## src/rtl/alu_seq_pkg.sv

```systemverilog
// Shared types and constants for the bit-serial ALU sequencer.
// Holds the opcode and state encodings, the slice control bundle and the
// slice mux select codes used by the decoder.

package alu_seq_pkg;

  // Operation codes as presented on the op input.
  typedef enum logic [2:0] {
    OP_ADD  = 3'd0,
    OP_SUB  = 3'd1,
    OP_XOR  = 3'd2,
    OP_SLT  = 3'd3,
    OP_AND  = 3'd4,
    OP_NAND = 3'd5,
    OP_NOR  = 3'd6,
    OP_OR   = 3'd7
  } alu_op_t;

  // Sequencer states.
  typedef enum logic [1:0] {
    IDLE = 2'd0,
    RUN  = 2'd1,
    DONE = 2'd2
  } seq_state_t;

  // Slice mux select codes.
  localparam logic [2:0] SEL_SUM  = 3'd0;
  localparam logic [2:0] SEL_XOR  = 3'd2;
  localparam logic [2:0] SEL_NOR  = 3'd4;
  localparam logic [2:0] SEL_NAND = 3'd5;
  localparam logic [2:0] SEL_AND  = 3'd6;
  localparam logic [2:0] SEL_OR   = 3'd7;

  // Control bundle for one slice operation; cin0 is the carry into bit 0.
  typedef struct packed {
    logic [2:0] sel;
    logic       invta;
    logic       invtb;
    logic       cin0;
  } alu_ctl_t;

  // Only the adder-based operations report carry and overflow.
  function automatic logic op_has_flags(alu_op_t op);
    return (op == OP_ADD) || (op == OP_SUB) || (op == OP_SLT);
  endfunction

endpackage

```

## src/rtl/alu_seq_decode.sv

```systemverilog
// Opcode decoder for the bit-serial ALU sequencer.
// Purely combinational: maps an opcode onto the slice controls
// (mux select, operand inverts and the carry into bit 0).

module alu_seq_decode
  import alu_seq_pkg::*;
(
  input  alu_op_t  i_op,
  output alu_ctl_t o_ctl
);

  // Table lookup; SUB and SLT both form a + ~b + 1 through the adder path.
  always_comb begin
    o_ctl = '0;
    case (i_op)
      OP_ADD:  o_ctl = '{sel: SEL_SUM,  invta: 1'b0, invtb: 1'b0, cin0: 1'b0};
      OP_SUB:  o_ctl = '{sel: SEL_SUM,  invta: 1'b0, invtb: 1'b1, cin0: 1'b1};
      OP_XOR:  o_ctl = '{sel: SEL_XOR,  invta: 1'b0, invtb: 1'b0, cin0: 1'b0};
      OP_SLT:  o_ctl = '{sel: SEL_SUM,  invta: 1'b0, invtb: 1'b1, cin0: 1'b1};
      OP_AND:  o_ctl = '{sel: SEL_AND,  invta: 1'b1, invtb: 1'b1, cin0: 1'b0};
      OP_NAND: o_ctl = '{sel: SEL_NAND, invta: 1'b0, invtb: 1'b0, cin0: 1'b0};
      OP_NOR:  o_ctl = '{sel: SEL_NOR,  invta: 1'b0, invtb: 1'b0, cin0: 1'b0};
      OP_OR:   o_ctl = '{sel: SEL_OR,   invta: 1'b1, invtb: 1'b1, cin0: 1'b0};
      default: o_ctl = '0;
    endcase
  end

endmodule

```

## src/rtl/alu_bitserial_seq.sv

```systemverilog
// Bit-serial sequencer around an external 1-bit ALU slice.
// Accepts a WIDTH-bit operation, feeds the slice one bit pair per cycle
// (LSB first) with the carry looped back, collects the result bits and
// presents result plus flags on a valid/ready output.
// Optional build macro ALU_SEQ_PERF_CNT_EN adds the op_count output, a
// 32-bit count of completed result handshakes.

module alu_bitserial_seq
  import alu_seq_pkg::*;
#(
  parameter int WIDTH = 32
) (
  input  logic             clk,
  input  logic             rst,
  input  logic             in_valid,
  output logic             in_ready,
  input  logic [2:0]       op,
  input  logic [WIDTH-1:0] a,
  input  logic [WIDTH-1:0] b,
  output logic             sl_a,
  output logic             sl_b,
  output logic             sl_cin,
  output logic [2:0]       sl_sel,
  output logic             sl_invta,
  output logic             sl_invtb,
  input  logic             sl_result,
  input  logic             sl_cout,
  input  logic             sl_overflow,
  output logic             out_valid,
  input  logic             out_ready,
  output logic [WIDTH-1:0] result,
  output logic             carryout,
  output logic             overflow,
  output logic             zero
`ifdef ALU_SEQ_PERF_CNT_EN
  ,
  output logic [31:0]      op_count
`endif
);

  localparam int IDXW = $clog2(WIDTH);
  localparam logic [IDXW-1:0] LAST_IDX = IDXW'(WIDTH - 1);

  seq_state_t       r_state;
  seq_state_t       w_next_state;

  logic [WIDTH-1:0] r_a;
  logic [WIDTH-1:0] r_b;
  alu_op_t          r_op;
  logic [2:0]       r_sel;
  logic             r_invta;
  logic             r_invtb;
  logic             r_carry;
  logic [IDXW-1:0]  r_idx;
  logic [WIDTH-1:0] r_result;
  logic             r_carryout;
  logic             r_overflow;
  logic             r_zero;

  alu_ctl_t         w_ctl;
  logic             w_accept;
  logic             w_run;
  logic             w_last;
  logic             w_flags_en;
  logic [WIDTH-1:0] w_result_final;

  alu_seq_decode u_decode (
    .i_op  (alu_op_t'(op)),
    .o_ctl (w_ctl)
  );

  assign w_run      = (r_state == RUN);
  assign w_accept   = (r_state == IDLE) && in_valid;
  assign w_last     = w_run && (r_idx == LAST_IDX);
  assign w_flags_en = op_has_flags(r_op);

  // State register; reset aborts any operation in flight.
  always_ff @(posedge clk or posedge rst) begin
    if (rst) begin
      r_state <= IDLE;
    end else begin
      r_state <= w_next_state;
    end
  end

  // Next-state and handshake outputs.
  always_comb begin
    w_next_state = r_state;
    in_ready     = 1'b0;
    out_valid    = 1'b0;
    case (r_state)
      IDLE: begin
        in_ready = 1'b1;
        if (in_valid) begin
          w_next_state = RUN;
        end
      end
      RUN: begin
        if (r_idx == LAST_IDX) begin
          w_next_state = DONE;
        end
      end
      DONE: begin
        out_valid = 1'b1;
        if (out_ready) begin
          w_next_state = IDLE;
        end
      end
      default: begin
        w_next_state = IDLE;
      end
    endcase
  end

  // Merge the current slice bit into the result; SLT replaces the whole
  // word with the sign of the difference corrected for overflow.
  always_comb begin
    w_result_final        = r_result;
    w_result_final[r_idx] = sl_result;
    if (w_last && (r_op == OP_SLT)) begin
      w_result_final = {{(WIDTH-1){1'b0}}, sl_result ^ sl_overflow};
    end
  end

  // Operand capture at accept, then one bit per cycle while running.
  always_ff @(posedge clk or posedge rst) begin
    if (rst) begin
      r_a        <= '0;
      r_b        <= '0;
      r_op       <= OP_ADD;
      r_sel      <= '0;
      r_invta    <= 1'b0;
      r_invtb    <= 1'b0;
      r_carry    <= 1'b0;
      r_idx      <= '0;
      r_result   <= '0;
      r_carryout <= 1'b0;
      r_overflow <= 1'b0;
      r_zero     <= 1'b0;
    end else if (w_accept) begin
      r_a        <= a;
      r_b        <= b;
      r_op       <= alu_op_t'(op);
      r_sel      <= w_ctl.sel;
      r_invta    <= w_ctl.invta;
      r_invtb    <= w_ctl.invtb;
      r_carry    <= w_ctl.cin0;
      r_idx      <= '0;
      r_result   <= '0;
      r_carryout <= 1'b0;
      r_overflow <= 1'b0;
      r_zero     <= 1'b0;
    end else if (w_run) begin
      r_result <= w_result_final;
      r_carry  <= sl_cout;
      if (w_last) begin
        r_carryout <= w_flags_en & sl_cout;
        r_overflow <= w_flags_en & sl_overflow;
        r_zero     <= (w_result_final == '0);
      end else begin
        r_idx <= r_idx + IDXW'(1);
      end
    end
  end

  // Slice data inputs are only live while running; controls hold their
  // last latched values so the slice sees no glitching select.
  assign sl_a     = w_run ? r_a[r_idx] : 1'b0;
  assign sl_b     = w_run ? r_b[r_idx] : 1'b0;
  assign sl_cin   = w_run ? r_carry    : 1'b0;
  assign sl_sel   = r_sel;
  assign sl_invta = r_invta;
  assign sl_invtb = r_invtb;

  assign result   = r_result;
  assign carryout = r_carryout;
  assign overflow = r_overflow;
  assign zero     = r_zero;

`ifdef ALU_SEQ_PERF_CNT_EN
  logic [31:0] r_op_count;

  // Count completed result handshakes; wraps naturally at 2^32.
  always_ff @(posedge clk or posedge rst) begin
    if (rst) begin
      r_op_count <= '0;
    end else if ((r_state == DONE) && out_ready) begin
      r_op_count <= r_op_count + 32'd1;
    end
  end

  assign op_count = r_op_count;
`endif

endmodule

```

## config.mk

```make
export PLATFORM = sky130hd
export DESIGN_NAME = alu_bitserial_seq
export DESIGN_NICKNAME = d
export VERILOG_FILES = /design/src/rtl/alu_seq_pkg.sv /design/src/rtl/alu_seq_decode.sv /design/src/rtl/alu_bitserial_seq.sv
export SDC_FILE = /design/constraint.sdc
export NUM_CORES = 1
export LEC_CHECK = 0
export CAP_MARGIN = 30
export CORE_MARGIN = 2
export CORE_UTILIZATION = 31
export CTS_BUF_LIST = sky130_fd_sc_hd__clkbuf_2 sky130_fd_sc_hd__clkbuf_4 sky130_fd_sc_hd__clkbuf_8
export DETAILED_ROUTE_END_ITERATION = 10
export MAX_ROUTING_LAYER = met4
export PLACE_DENSITY_LB_ADDON = 0.25
export SKIP_LAST_GASP = 1
export SLEW_MARGIN = 20
export SYNTH_ARGS = -nofsm -noshare
export SYNTH_HDL_FRONTEND = slang
export SYNTH_HIERARCHICAL = 1
export SYNTH_SLANG_ARGS = --single-unit
```

## constraint.sdc

```tcl
create_clock -name clk -period 4 [get_ports clk]
set_clock_uncertainty 0.2 [all_clocks]
set_input_delay 0.4 -clock clk [delete_from_list [all_inputs] [get_ports clk]]
set_output_delay 0.4 -clock clk [all_outputs]
set_load 0.05 [all_outputs]
```

Word level (Yosys, flattened, before mapping)
Memories as Yosys holds them, arrays and structs flattened.
Index checks and enable logic that the tools add are counted.
{ "totals": {"regBits": 115, "mem_bits_ro": 48, "input_bits": 74, "output_inout_bits": 45, "word_cells": 76, "mem_count": 1} }
{ "op_classes": {"addsub": 1, "n_lt_le_gt_ge": 2, "n_eq_ne": 9, "mux": 33, "n_bitwise": 3, "reduce_logical": 14} }
{ "mem_list": {"columns": ["memory", "depth", "word_bits", "read_ports", "rd_ports_with_merged_regs", "write_ports", "line", "source"], "rows": [
  ["(no name shown)", 8, 6, 1, 0, 0, "alu_seq_decode.sv:15", "case (i_op)"]
]} }
{ "ops": {"columns": ["cell", "count"], "rows": [
  ["32-bit two-way mux", 3],
  ["32-bit bitwise mux", 1],
  ["32-bit zero test", 1],
  ["1-bit two-way mux", 19],
  ["5-bit two-way mux", 3],
  ["1-bit binary-select mux with 5-bit select", 2],
  ["5-bit by 6-bit < comparator with 1-bit output (second input constant)", 1],
  ["2-bit two-way mux", 3],
  ["2-bit != test (second input constant)", 3],
  ["2-bit one-hot mux with 3 select lines", 1],
  ["5-bit by 1-bit adder with 5-bit output (second input constant)", 1],
  ["1-bit demux with 5-bit select", 1],
  ["5-bit == test (second input constant)", 1],
  ["5-bit by 1-bit >= comparator with 1-bit output (second input constant)", 1],
  ["1-bit logical AND", 4],
  ["2-bit AND reduction", 2],
  ["2-bit nonzero test", 2],
  ["3-bit by 1-bit == test with 1-bit output (second input constant)", 1],
  ["3-bit by 2-bit == test with 1-bit output (second input constant)", 1],
  ["3-bit zero test", 1],
  ["3-bit AND reduction", 1],
  ["1-bit AND", 2],
  ["2-bit by 1-bit == test with 1-bit output (second input constant)", 1],
  ["2-bit == test (second input constant)", 1],
  ["4 further kinds", 5]
]} }

Depth between registers and ports, before layout
{ "depth": {"depth_word": 10, "ltp_mapped": 12, "ltp_nobuf": 9} }

By module
The synthesis kept the hierarchy.
{ "by_module_without_submodules": {"columns": ["mod", "n_inst", "cells_per_inst", "area_per_inst_um2", "seq_area_each_um2"], "rows": [
  ["alu_bitserial_seq", 1, 525, 5931.9, 2877.8],
  ["alu_seq_decode", 1, 8, 70.1, 0.0]
]} }

Least setup slack after synthesis
No wires, ideal clock.
{ "synth_timing": {"path_type": "reg-to-reg", "from": "reg r_idx[1]", "to": "reg r_zero, in the netlist zero", "setup_time_ns": 0.078, "t_arrival_ns": 2.646, "required_ns": 3.722, "path_slack_ns": 1.076, "stages_incl_launch_ff": 11, "n_path_buf": 2, "period_less_slack_ns": 2.924, "path_cell_list": "dfrtp_1 clkbuf_1 buf_1 inv_1 ha_1 or3b_1 a211o_1 a32oi_1 nand4_1 or4_1 o21bai_1"} }
{ "synth_between": {"elab_chain_cells": 10, "word_cells_on_any_way": 16, "cone_classes": "order compare: 2; eq/ne: 1; mux: 7; reduce/logical: 6"} }
{ "synth_rtl": {"columns": ["element", "line", "source"], "rows": [
  ["start, declared", "alu_bitserial_seq.sv:54", "logic [IDXW-1:0] r_idx;"],
  ["start signal, assigned", "alu_bitserial_seq.sv:161", "r_idx <= r_idx + IDXW'(1);"],
  ["5-bit by 6-bit < comparator with 1-bit output (implied by the code) or 5-bit by 1-bit >= comparator with 1-bit output (tied branches)", "alu_bitserial_seq.sv:119", "w_result_final[r_idx] = sl_result;"],
  ["1-bit logical AND (implied by the code)", "alu_bitserial_seq.sv:119", null],
  ["1-bit two-way mux (implied by the code)", "alu_bitserial_seq.sv:119", null],
  ["1-bit demux with 5-bit select", "alu_bitserial_seq.sv:119", null],
  ["32-bit bitwise mux", "alu_bitserial_seq.sv:119", null],
  ["32-bit two-way mux", "alu_bitserial_seq.sv:120", "if (w_last && (r_op == OP_SLT)) begin"],
  ["32-bit zero test", "alu_bitserial_seq.sv:159", "r_zero <= (w_result_final == '0);"],
  ["1-bit two-way mux", "alu_bitserial_seq.sv:156", "if (w_last) begin"],
  ["1-bit two-way mux", "alu_bitserial_seq.sv:153", "end else if (w_run) begin"],
  ["1-bit two-way mux", "alu_bitserial_seq.sv:140", "end else if (w_accept) begin"],
  ["end signal, assigned", "alu_bitserial_seq.sv:159", null],
  ["end, declared", "alu_bitserial_seq.sv:58", "logic r_zero;"]
]} }
Parallel ways exist; a longest one is shown, timed or not. The select of a mux whose other input is x is not followed.
A chain may end at the register's enable or synchronous reset.

Final worst setup path
{ "layout_timing": {"from": "reg r_idx[0]", "to": "out sl_a"} }
{ "layout_between": {"elab_chain_cells": 3} }
{ "layout_rtl": {"columns": ["element", "line", "source"], "rows": [
  ["1-bit binary-select mux with 5-bit select", "alu_bitserial_seq.sv:168", "assign sl_a = w_run ? r_a[r_idx] : 1'b0;"],
  ["1-bit two-way mux (implied by the code)", "alu_bitserial_seq.sv:168", null],
  ["1-bit two-way mux", "alu_bitserial_seq.sv:168", null],
  ["end, declared", "alu_bitserial_seq.sv:20", "output logic sl_a,"]
]} }
Every way passes these cells. The select of a mux whose other input is x is not followed.

==> impl_metrics.toml <==
[outcome]
status = "finished, final reports clean"

[global_routing]
track_usage_pct = 17.2
grt_pass1_wl_microns = 26300
grt_pass1_vias = 4993
grt_antenna_before_repair = 0
gr-total-overflow = 0
grt_max_degree = 75

[clocking]
post_cts_buffers = 0
clkTransAtPathRegs_ps = 80
cts_sinks = 115
cts_tree = "yes"
cts-resized-gates = 0
clk_latency_ps = 450
cts.path.max_buffers = 2
holdBufCountCts = 0
clockRootBuffer = "clkbuf_8"
h-tree-depth = 4
cts_buffers = 17

[logic_synthesis]
synth_area_leaders = "dfrtp_1 48%, mux2_2 11%, mux4_2 7.5%"
yosysTopAreaCell = "dfrtp_1"
ys_seq_area_share_pct = 47.9
syn_nets = 613
ys_ff_latch = 115
postSynthCellCount = 533
synth_flop_cell = "dfrtp_1"
yosysWarnings = 6
syn-cell-area_sq_um = 6000
synth_edf_count = 0
synth_cell_types = 59
yosysTopAreaCellShare_pct = 47.9
syn_area_per_cell_sq_um = 11.3
async_flop_share_pct = 100

[critical_path]
cp_data_required_time_ps = 3400
worstSetupStartpointType = "flop"
cp_max_fo = 18
cp.arrival_ps = 2690
crit_type = "reg2out"
r2r_setup_slack_ps = 830
end_kind = "primary output"

[sta]
fin_crit_ps = 3290
timing.final.max_slew_violations = 0
worstMarginPinSlew_ps = 948
finalSetupTns_ps = 0
final.period_utilization_pct = 82.3
fmax_mhz = 304
rsz0062_at_grt = "false"
whs_ps = 39.7
report.final.hold_viol_count = 0
maxSlewHeadroom_pct = 36.6
finalSetupViolCount = 0

[floorplanning]
coreArea_sq_um = 18800
ios = 119
rows = 50
dieHeight_microns = 143
die_area_sq_um = 20500
start_util_pct = 31.9
die_w_microns = 143

[drt]
vias = 4765
dr.pass1.iters = 5
drtIter0Drc = 405
post-route-drc-count = 0
routed_wirelength_microns = 16600
vias_per_cell = 5.18
wl_per_cell_microns = 18.1
ant_nets = 0

[final_layout]
utilization_pct = 41.8
layout-drive-gt1-share_pct = 21.1
final_common_cell = "clkdlybuf4s50_1"
final_cell_mix = "116 x clkdlybuf4s50_1, 115 x dfrtp_1, 66 x o21ai_0, 61 x mux2_2, 35 x nor2_1"
fin_nets = 726
area_growth_pct = 31.0
diodes = 0

[place]
hpwl_microns = 11800
place.gp.congestion = 0.871
numPortBuffers = 118

[power_and_ir_drop]
p_int_mw = 3.83
peakVddDrop_uv = 465
power_mw = 6.72
powerDensity_nw_per_um2 = 854
swShare_pct = 43.0
seqPwrFrac_pct = 31.5
leakagePower_nw = 3.09
power_frac_comb_pct = 51.9
netSwitchingPower_mw = 2.89
power_frac_clock_pct = 16.6

[worst_hold_path]
hold_path_class = "in2async"

[run]
cap_viol_max_count = 0
## through the flow
| step | std cells | setup slack (ps) | cell area (sq um) |
|---|---|---|---|
| final | 919 | 707 | 7860 |
| after global routing | 919 | 538 | 7860 |
| after CTS | 918 | 644 | 7840 |
| after detailed placement | 886 | 897 | 7420 |
| after global placement | 886 | 953 | 7420 |
| after floorplan | 533 | 356 | 6000 |
## sequential cells by signal, summed over array words and instances (netlist names)
signal / flops
r_idx: 5
overflow: 1
zero: 1
sl_invtb: 1
r_op: 3
r_state: 2
result: 32
sl_sel: 3
r_a: 32
carryout: 1
sl_invta: 1
r_carry: 1
r_b: 32
## kinds of logic after synthesis
family,after synthesis,synth area share (%)
compound gates,129,13.0
simple gates,128,10.8
flops,115,47.9
mux,101,22.6
buf+inv,52,4.06
fa+ha+maj,6,1.25
xor+xnor,2,0.292
## worst max-delay path, stage by stage (launching register included)
cell and delay [ps]:
dfrtp_1 400, buf_4 360, mux4_2 570, mux4_2 510, mux2i_1 150, nor2_1 60
buf_4 200
## layer usage
layer	vias up	GRT usage (%)	routed length, microns
li1	2182	-	-
met1	2382	20.5	6900
met2	191	27.1	8100
met3	10	6.74	1470
met4	0	4.79	138
met5	-	-	0
## path summary, 6_finish.rpt
kind | end | start | depth (start not counted)
hold / removal | sl_sel[1] | rst | 2
max in group asynchronous | r_a[5] | rst | 4
setup reg to reg | zero | r_idx[1] | 8
min in group clk | r_a[28] | r_a[28] | 1
hold reg to reg | r_a[28] | r_a[28] | 1
setup / recovery | sl_a | r_idx[0] | 6
## Yosys cell counts, drive strengths merged, types with 2 or more instances
master   instances
a21oi           11
a22o             2
a22oi            3
a2bb2oi          2
a31oi           14
a32o             2
and2             4
and2b            3
buf             16
clkbuf          24
dfrtp          115
ha               6
inv             12
mux2            75
mux2i            6
mux4            20
nand2           30
nand2b          11
nand3            7
nand4            5
nor2            35
nor2b           11
nor3             7
nor3b            2
o2111ai          4
o211ai           2
o21ai           67
o21bai           4
o22ai            4
o31ai            4
o32ai            4
or2              2
or4              3
## power groups by stage
stage | Combinational [mW] | Sequential, mW | Clock [mW]
2_1_floorplan | 2.15 | 2.43 | 0
3_3_place_gp | 3.44 | 2.11 | 0
3_5_place_dp | 3.49 | 2.14 | 0
4_1_cts | 3.50 | 2.11 | 1.14
5_1_grt | 3.75 | 2.19 | 1.20
6_report | 3.49 | 2.12 | 1.11
## cell type report
cell class / count / area [sq um]
clock buffer: 21 / 283
clock inverter: 11 / 128
fill: 1810 / 11000
inverter: 12 / 47.5
multi-input combinational: 366 / 2890
sequential: 115 / 2880
tap: 260 / 325
timing repair buffer: 134 / 1320
No activity file was read; power rests on OpenSTA's default activity.
